<file path="src/rtl/vcxp_capture_writer.sv">
// Crops the decoder byte stream to a window and writes it to SRAM; CAP_FIELD_SEL_EN restricts capture to field 0.
// Latency: byte registered at edge n drives SRAM at edge n+2; no backpressure, the stream is free-running.
module vcxp_capture_writer #(
  parameter int X_START    = 0,
  parameter int X_LEN      = 1440,
  parameter int Y_START    = 0,
  parameter int Y_LEN      = 288,
  parameter int LINE_PITCH = 1440
) (
  input  logic        llc,
  input  logic        rst_n,
  input  logic        HREF,
  input  logic        VREF,
  input  logic [7:0]  YUV,
  input  logic        FIELD,
  input  logic        start,
  input  logic        abort,
  input  logic [18:0] base_adr,
  output logic [18:0] sramAdr,
  output logic [7:0]  sramDout,
  output logic        sramwe_n,
  output logic        busy,
  output logic        done,
  output logic        ovf,
  output logic        short_frm
);

  localparam logic [11:0] X_LO  = 12'(X_START);
  localparam logic [11:0] X_N   = 12'(X_LEN);
  localparam logic [10:0] Y_LO  = 11'(Y_START);
  localparam logic [10:0] Y_N   = 11'(Y_LEN);
  localparam logic [10:0] Y_HI  = 11'(Y_START + Y_LEN);
  localparam logic [18:0] PITCH = 19'(LINE_PITCH);

  typedef enum logic [1:0] {S_IDLE, S_WAIT, S_CAPT, S_DONE} state_t;

  state_t      state_q, state_d;
  logic        href1_q, vref1_q, field1_q, href_p_q, vref_p_q;
  logic [7:0]  yuv1_q;
  logic [18:0] base_q, base_d, line_base_q, line_base_d;
  logic [10:0] xcnt_q, xcnt_d;
  logic [9:0]  ycnt_q, ycnt_d;
  logic        pend_we_q, pend_we_d;
  logic [18:0] pend_adr_q, pend_adr_d, adr_q, adr_d;
  logic [7:0]  pend_dat_q, pend_dat_d, dout_q, dout_d;
  logic        we_n_q, we_n_d, ovf_q, ovf_d, short_q, short_d;

  logic        href_fall, vref_rise, vref_fall, capture_go, in_x, in_y;
  logic [11:0] xoff;
  logic [10:0] yoff;
  logic [20:0] adr_sum;
  logic [19:0] lb_sum;

  assign href_fall = href_p_q & ~href1_q;
  assign vref_rise = vref1_q & ~vref_p_q;
  assign vref_fall = vref_p_q & ~vref1_q;

`ifdef CAP_FIELD_SEL_EN
  assign capture_go = vref_rise & ~field1_q;
`else
  logic unused_field;
  assign unused_field = field1_q;
  assign capture_go   = vref_rise;
`endif

  // Offsets wrap to large values below the window start, so one compare covers both bounds.
  assign xoff    = {1'b0, xcnt_q} - X_LO;
  assign yoff    = {1'b0, ycnt_q} - Y_LO;
  assign in_x    = xoff < X_N;
  assign in_y    = yoff < Y_N;
  assign adr_sum = 21'(base_q) + 21'(line_base_q) + 21'(xoff[10:0]);
  assign lb_sum  = 20'(line_base_q) + 20'(PITCH);

  always_comb begin
    state_d     = state_q;
    base_d      = base_q;
    line_base_d = line_base_q;
    xcnt_d      = xcnt_q;
    ycnt_d      = ycnt_q;
    pend_we_d   = 1'b0;
    pend_adr_d  = pend_adr_q;
    pend_dat_d  = pend_dat_q;
    adr_d       = pend_we_q ? pend_adr_q : adr_q;
    dout_d      = pend_we_q ? pend_dat_q : dout_q;
    we_n_d      = ~pend_we_q;
    ovf_d       = ovf_q;
    short_d     = short_q;
    if (abort) begin
      state_d = S_IDLE;
      adr_d   = adr_q;
      dout_d  = dout_q;
      we_n_d  = 1'b1;
    end else begin
      case (state_q)
        S_IDLE, S_DONE: begin
          if (start) begin
            state_d = S_WAIT;
            base_d  = base_adr;
            ovf_d   = 1'b0;
            short_d = 1'b0;
          end
        end
        S_WAIT: begin
          if (capture_go) begin
            state_d     = S_CAPT;
            xcnt_d      = '0;
            ycnt_d      = '0;
            line_base_d = '0;
          end
        end
        S_CAPT: begin
          if (vref1_q && href1_q) begin
            if (xcnt_q != '1) xcnt_d = xcnt_q + 11'd1;
            if (in_x && in_y) begin
              pend_we_d  = 1'b1;
              pend_adr_d = adr_sum[18:0];
              pend_dat_d = yuv1_q;
              if (adr_sum[20:19] != 2'b00) ovf_d = 1'b1;
            end
          end
          if (href_fall && vref1_q) begin
            xcnt_d = '0;
            ycnt_d = ycnt_q + 10'd1;
            // Short lines still advance by the full pitch so rows stay aligned.
            if (in_y) begin
              line_base_d = lb_sum[18:0];
              if (lb_sum[19]) ovf_d = 1'b1;
            end
            if (({1'b0, ycnt_q} + 11'd1) == Y_HI) state_d = S_DONE;
          end else if (vref_fall) begin
            state_d = S_DONE;
            short_d = 1'b1;
          end
        end
        default: state_d = S_IDLE;
      endcase
    end
  end

  always_ff @(posedge llc or negedge rst_n) begin
    if (!rst_n) begin
      state_q     <= S_IDLE;
      href1_q     <= 1'b0;
      vref1_q     <= 1'b0;
      field1_q    <= 1'b0;
      yuv1_q      <= '0;
      href_p_q    <= 1'b0;
      vref_p_q    <= 1'b0;
      base_q      <= '0;
      line_base_q <= '0;
      xcnt_q      <= '0;
      ycnt_q      <= '0;
      pend_we_q   <= 1'b0;
      pend_adr_q  <= '0;
      pend_dat_q  <= '0;
      adr_q       <= '0;
      dout_q      <= '0;
      we_n_q      <= 1'b1;
      ovf_q       <= 1'b0;
      short_q     <= 1'b0;
    end else begin
      state_q     <= state_d;
      href1_q     <= HREF;
      vref1_q     <= VREF;
      field1_q    <= FIELD;
      yuv1_q      <= YUV;
      href_p_q    <= href1_q;
      vref_p_q    <= vref1_q;
      base_q      <= base_d;
      line_base_q <= line_base_d;
      xcnt_q      <= xcnt_d;
      ycnt_q      <= ycnt_d;
      pend_we_q   <= pend_we_d;
      pend_adr_q  <= pend_adr_d;
      pend_dat_q  <= pend_dat_d;
      adr_q       <= adr_d;
      dout_q      <= dout_d;
      we_n_q      <= we_n_d;
      ovf_q       <= ovf_d;
      short_q     <= short_d;
    end
  end

  assign sramAdr   = adr_q;
  assign sramDout  = dout_q;
  assign sramwe_n  = we_n_q;
  assign busy      = (state_q == S_WAIT) || (state_q == S_CAPT);
  assign done      = (state_q == S_DONE);
  assign ovf       = ovf_q;
  assign short_frm = short_q;

endmodule

</file>
<file path="config.mk">
export PLATFORM = sky130hd
export DESIGN_NAME = vcxp_capture_writer
export DESIGN_NICKNAME = d
export VERILOG_FILES = /design/src/rtl/vcxp_capture_writer.sv
export SDC_FILE = /design/constraint.sdc
export NUM_CORES = 1
export LEC_CHECK = 0
export ABC_AREA = 1
export CAP_MARGIN = 10
export CORE_AREA = 2 2 117 119
export DETAILED_ROUTE_END_ITERATION = 7
export DIE_AREA = 0 0 119 121
export PLACE_DENSITY_LB_ADDON = 0.3
export REMOVE_ABC_BUFFERS = 1
export SLEW_MARGIN = 20
export SYNTH_ARGS = -nofsm -noshare
export SYNTH_HDL_FRONTEND = slang
export SYNTH_SLANG_ARGS = --single-unit
</file>
<file path="constraint.sdc">
create_clock -name llc -period 7.1 [get_ports llc]
set_clock_uncertainty 0.05 [all_clocks]
set_input_delay 1.42 -clock llc [delete_from_list [all_inputs] [get_ports llc]]
set_output_delay 1.42 -clock llc [all_outputs]
set_load 0.02 [all_outputs]
</file>
==> out/qor.csv <==
metric;value;unit
CTS sink count;126;
Area contributors post-synth;dfrtp_1, nand2_1, ha_1;
Synth Cell Area;6610;um2
min-delay src;href1_q;
Yosys Warn Count;0;
Finished Cell Area;8040;um2
vias in the first global route;5126;
die area;14400;um2
fmax;292;MHz
post-route ant nets;0;
first-pass GRT wire length;24300;um
DP Cell Count;1005;
routed vias/inst;5.19;
# setup viols final;0;
vias post-DR;5386;
CTS resizes;0;
Leak;3.92;nW
Area Overhead vs Synth;21.7;%
Pwr Density;399;nW/um2
Primary FF master, synth;dfrtp_1;
fin nets;927;
Worst Tran Pin Value;0.866;ns
Synth top area share;47.3;%
grt ovf;0;
Startpoint Class;flop;
Hold WS;0.364;ns
R2R Path Start;base_q[10];
setup bufs post-CTS;0;
Critical R2R Capture;pend_adr_q[15];
Filler cells;1115;
Post-Syn Instances;778;
Final Cycle Share;48.3;%
CTS clk-pin slew, worst paths;0.06;ns
Non-Filler Instances;1037;
Peak VDD IR;0.234;mV
Placeable Area;13100;um2
RSZ-0062 raised after global routing;false;
GRT Overall Usage;21.4;%
Post-synth EDFFs;0;
critical path peak fanout;4;
Rows;42;
H-Tree Depth;4;
Avg Synthesized Cell Area;8.50;um2
Clock Latency Late Sink;0.42;ns
Critical-path top delay cell;clkdlybuf4s50_1;
synth unique cells;41;
Hold EP;href_p_q;
sequential element share of the synthesized area;47.7;%
worst min-delay path class;reg2reg;
# diodes;0;
WL final;13900;um
Critical Path End Type;output pin;
Die Width;119;um
cts hold-fix bufs;0;
worst r2r path cells;11;
Max Cap Viol;0;
min Tclk post-route;3.43;ns
r2r setup slk;4.46;ns
Crit Path Class;reg2out;
status;complete, no violations;
share of cells above drive strength 1;8.59;%
Starting Density;50.5;%
final hold violation count;0;
die height;121;um
Post-synth ARST share;100;%
CP required;5.63;ns
Worst slew margin;42.3;%
I/O Buffers;64;
largest net degree at the start of global routing;72;
initial DRC count;341;
CTS tree;done;
Post-route DRC;0;
hold depth;0;
multi-input combinational cell area;3070;um2
Critical Path, Cell by Cell;inv_1, ha_1, inv_2, clkdlybuf4s50_1;
CTS root buf;clkbuf_16;
clk buf depth;2;
number of antenna violations at the first check in global routing;0;
Storage cell area;3150;um2
CP Data Arrival Time;1.96;ns
Seq cells post-synth;126;
Cell Area, Placed;7430;um2
Final TNS setup;0;ns
Final Slew Violations;0;
wire per inst;13.4;um
Worst path max stage delay;0.60;ns
Final Wtd Congestion;0.878;
first drt pass iteration count;5;
TritonCTS Buffers;17;
top cell type by total area after synthesis;dfrtp_1;
Ports;66;
hpwl dp;9780;um
-- worst max-delay path, delay by kind of cell (launching register included) --
family,cells,cell delay [ns]
adders and majority gates,1,0.38
DFF,1,0.39
buffers and inverters,3,0.77
-- area by class of cell --
class / count / area share [%]
sequential: 126 / 39.2
multi-input combinational: 551 / 38.2
timing repair buffer: 67 / 8.21
clock buffer: 19 / 5.63
inverter: 85 / 3.97
tap: 176 / 2.74
clock inverter: 13 / 2.04
-- worst max path at each step --
stage	slack, ns	from	to	cells past startpoint
after CTS	3.65	state_q[0]	busy	4
final	3.67	state_q[0]	busy	4
after global placement	3.55	abort	line_base_q[18]	7
after floorplan	3.85	abort	base_q[0]	4
after global routing	3.62	state_q[0]	busy	4
after detailed placement	3.51	abort	line_base_q[18]	8
-- cell usage after synthesis, types with 2 or more instances --
master,n
a21oi_1,40
nor2_1,53
o21ai_0,60
a31oi_1,3
clkbuf_1,7
inv_1,78
xor2_1,9
inv_2,7
nor2_4,3
o21bai_1,2
nor4_1,3
buf_2,9
dfrtp_1,125
ha_1,38
o21ai_1,7
nand2_1,220
nand4_1,10
nor3_1,8
mux2_2,12
o21a_1,3
fa_1,7
nor2_2,3
nand3_1,36
o22ai_1,7
o31ai_1,3
xnor2_1,6
nand2_2,5
-- cells in the final DEF (no fill, tap or decap), types with 9 or more instances in the layout --
| cell type | n |
|---|---|
| nand3_1 | 36 |
| clkdlybuf4s50_1 | 63 |
| nand4_1 | 10 |
| xor2_1 | 9 |
| clkbuf_16 | 17 |
| inv_1 | 78 |
| nand2_1 | 220 |
| ha_1 | 38 |
| a21oi_1 | 40 |
| mux2_2 | 12 |
| o21ai_0 | 60 |
| nor2_1 | 53 |
| dfrtp_1 | 125 |
-- logic make-up (layout without fill, tap and decap cells) --
group                    Yosys count  in the layout  share of synthesized area, %
AO/OA/AOI/OAI                    133            133                          11.1
buffers and inverters            101            184                          5.90
adder cells (fa/ha/maj)           45             45                          9.31
XOR/XNOR                          15             15                          1.99
multiplexers                      12             12                          2.04
flip-flops                       126            126                          47.7
AND/OR/NAND/NOR                  346            346                          21.9
-- where the power goes --
part / switching, W / internal (W)
Sequential: 0.000162 / 0.000950
Combinational: 0.000736 / 0.000471
Clock: 0.000322 / 0.000571
Total: 0.00122 / 0.00199
-- routing by layer --
metal  up-vias  wire length, um  GRT usage, %
met1      2529             6470          27.7
li1       2701                -             -
met2       138             6620          35.5
met5         -                0             0
met4         0              183          6.32
met3        18              656          5.64
-- metrics by stage --
step	util, %	setup WS, ns	power (W)
5_1_grt	61.5	3.62	0.00347
6_report	61.5	3.67	0.00321
3_3_place_gp	56.8	3.55	0.00228
4_1_cts	61.5	3.65	0.00323
3_5_place_dp	56.8	3.51	0.00232
2_1_floorplan	-	3.85	0.00192
-- state kept, by name, indices dropped and copies added (netlist names) --
register / cells
ycnt_q: 10
href1_q: 1
vref_p_q: 1
pend_adr_q: 19
base_q: 19
line_base_q: 14
short_frm: 1
sramwe_n: 1
pend_we_q: 1
yuv1_q: 8
state_q: 2
xcnt_q: 11
sramAdr: 19
ovf: 1
pend_dat_q: 8
href_p_q: 1
vref1_q: 1
sramDout: 8
Power figures use the tool's default switching activity.
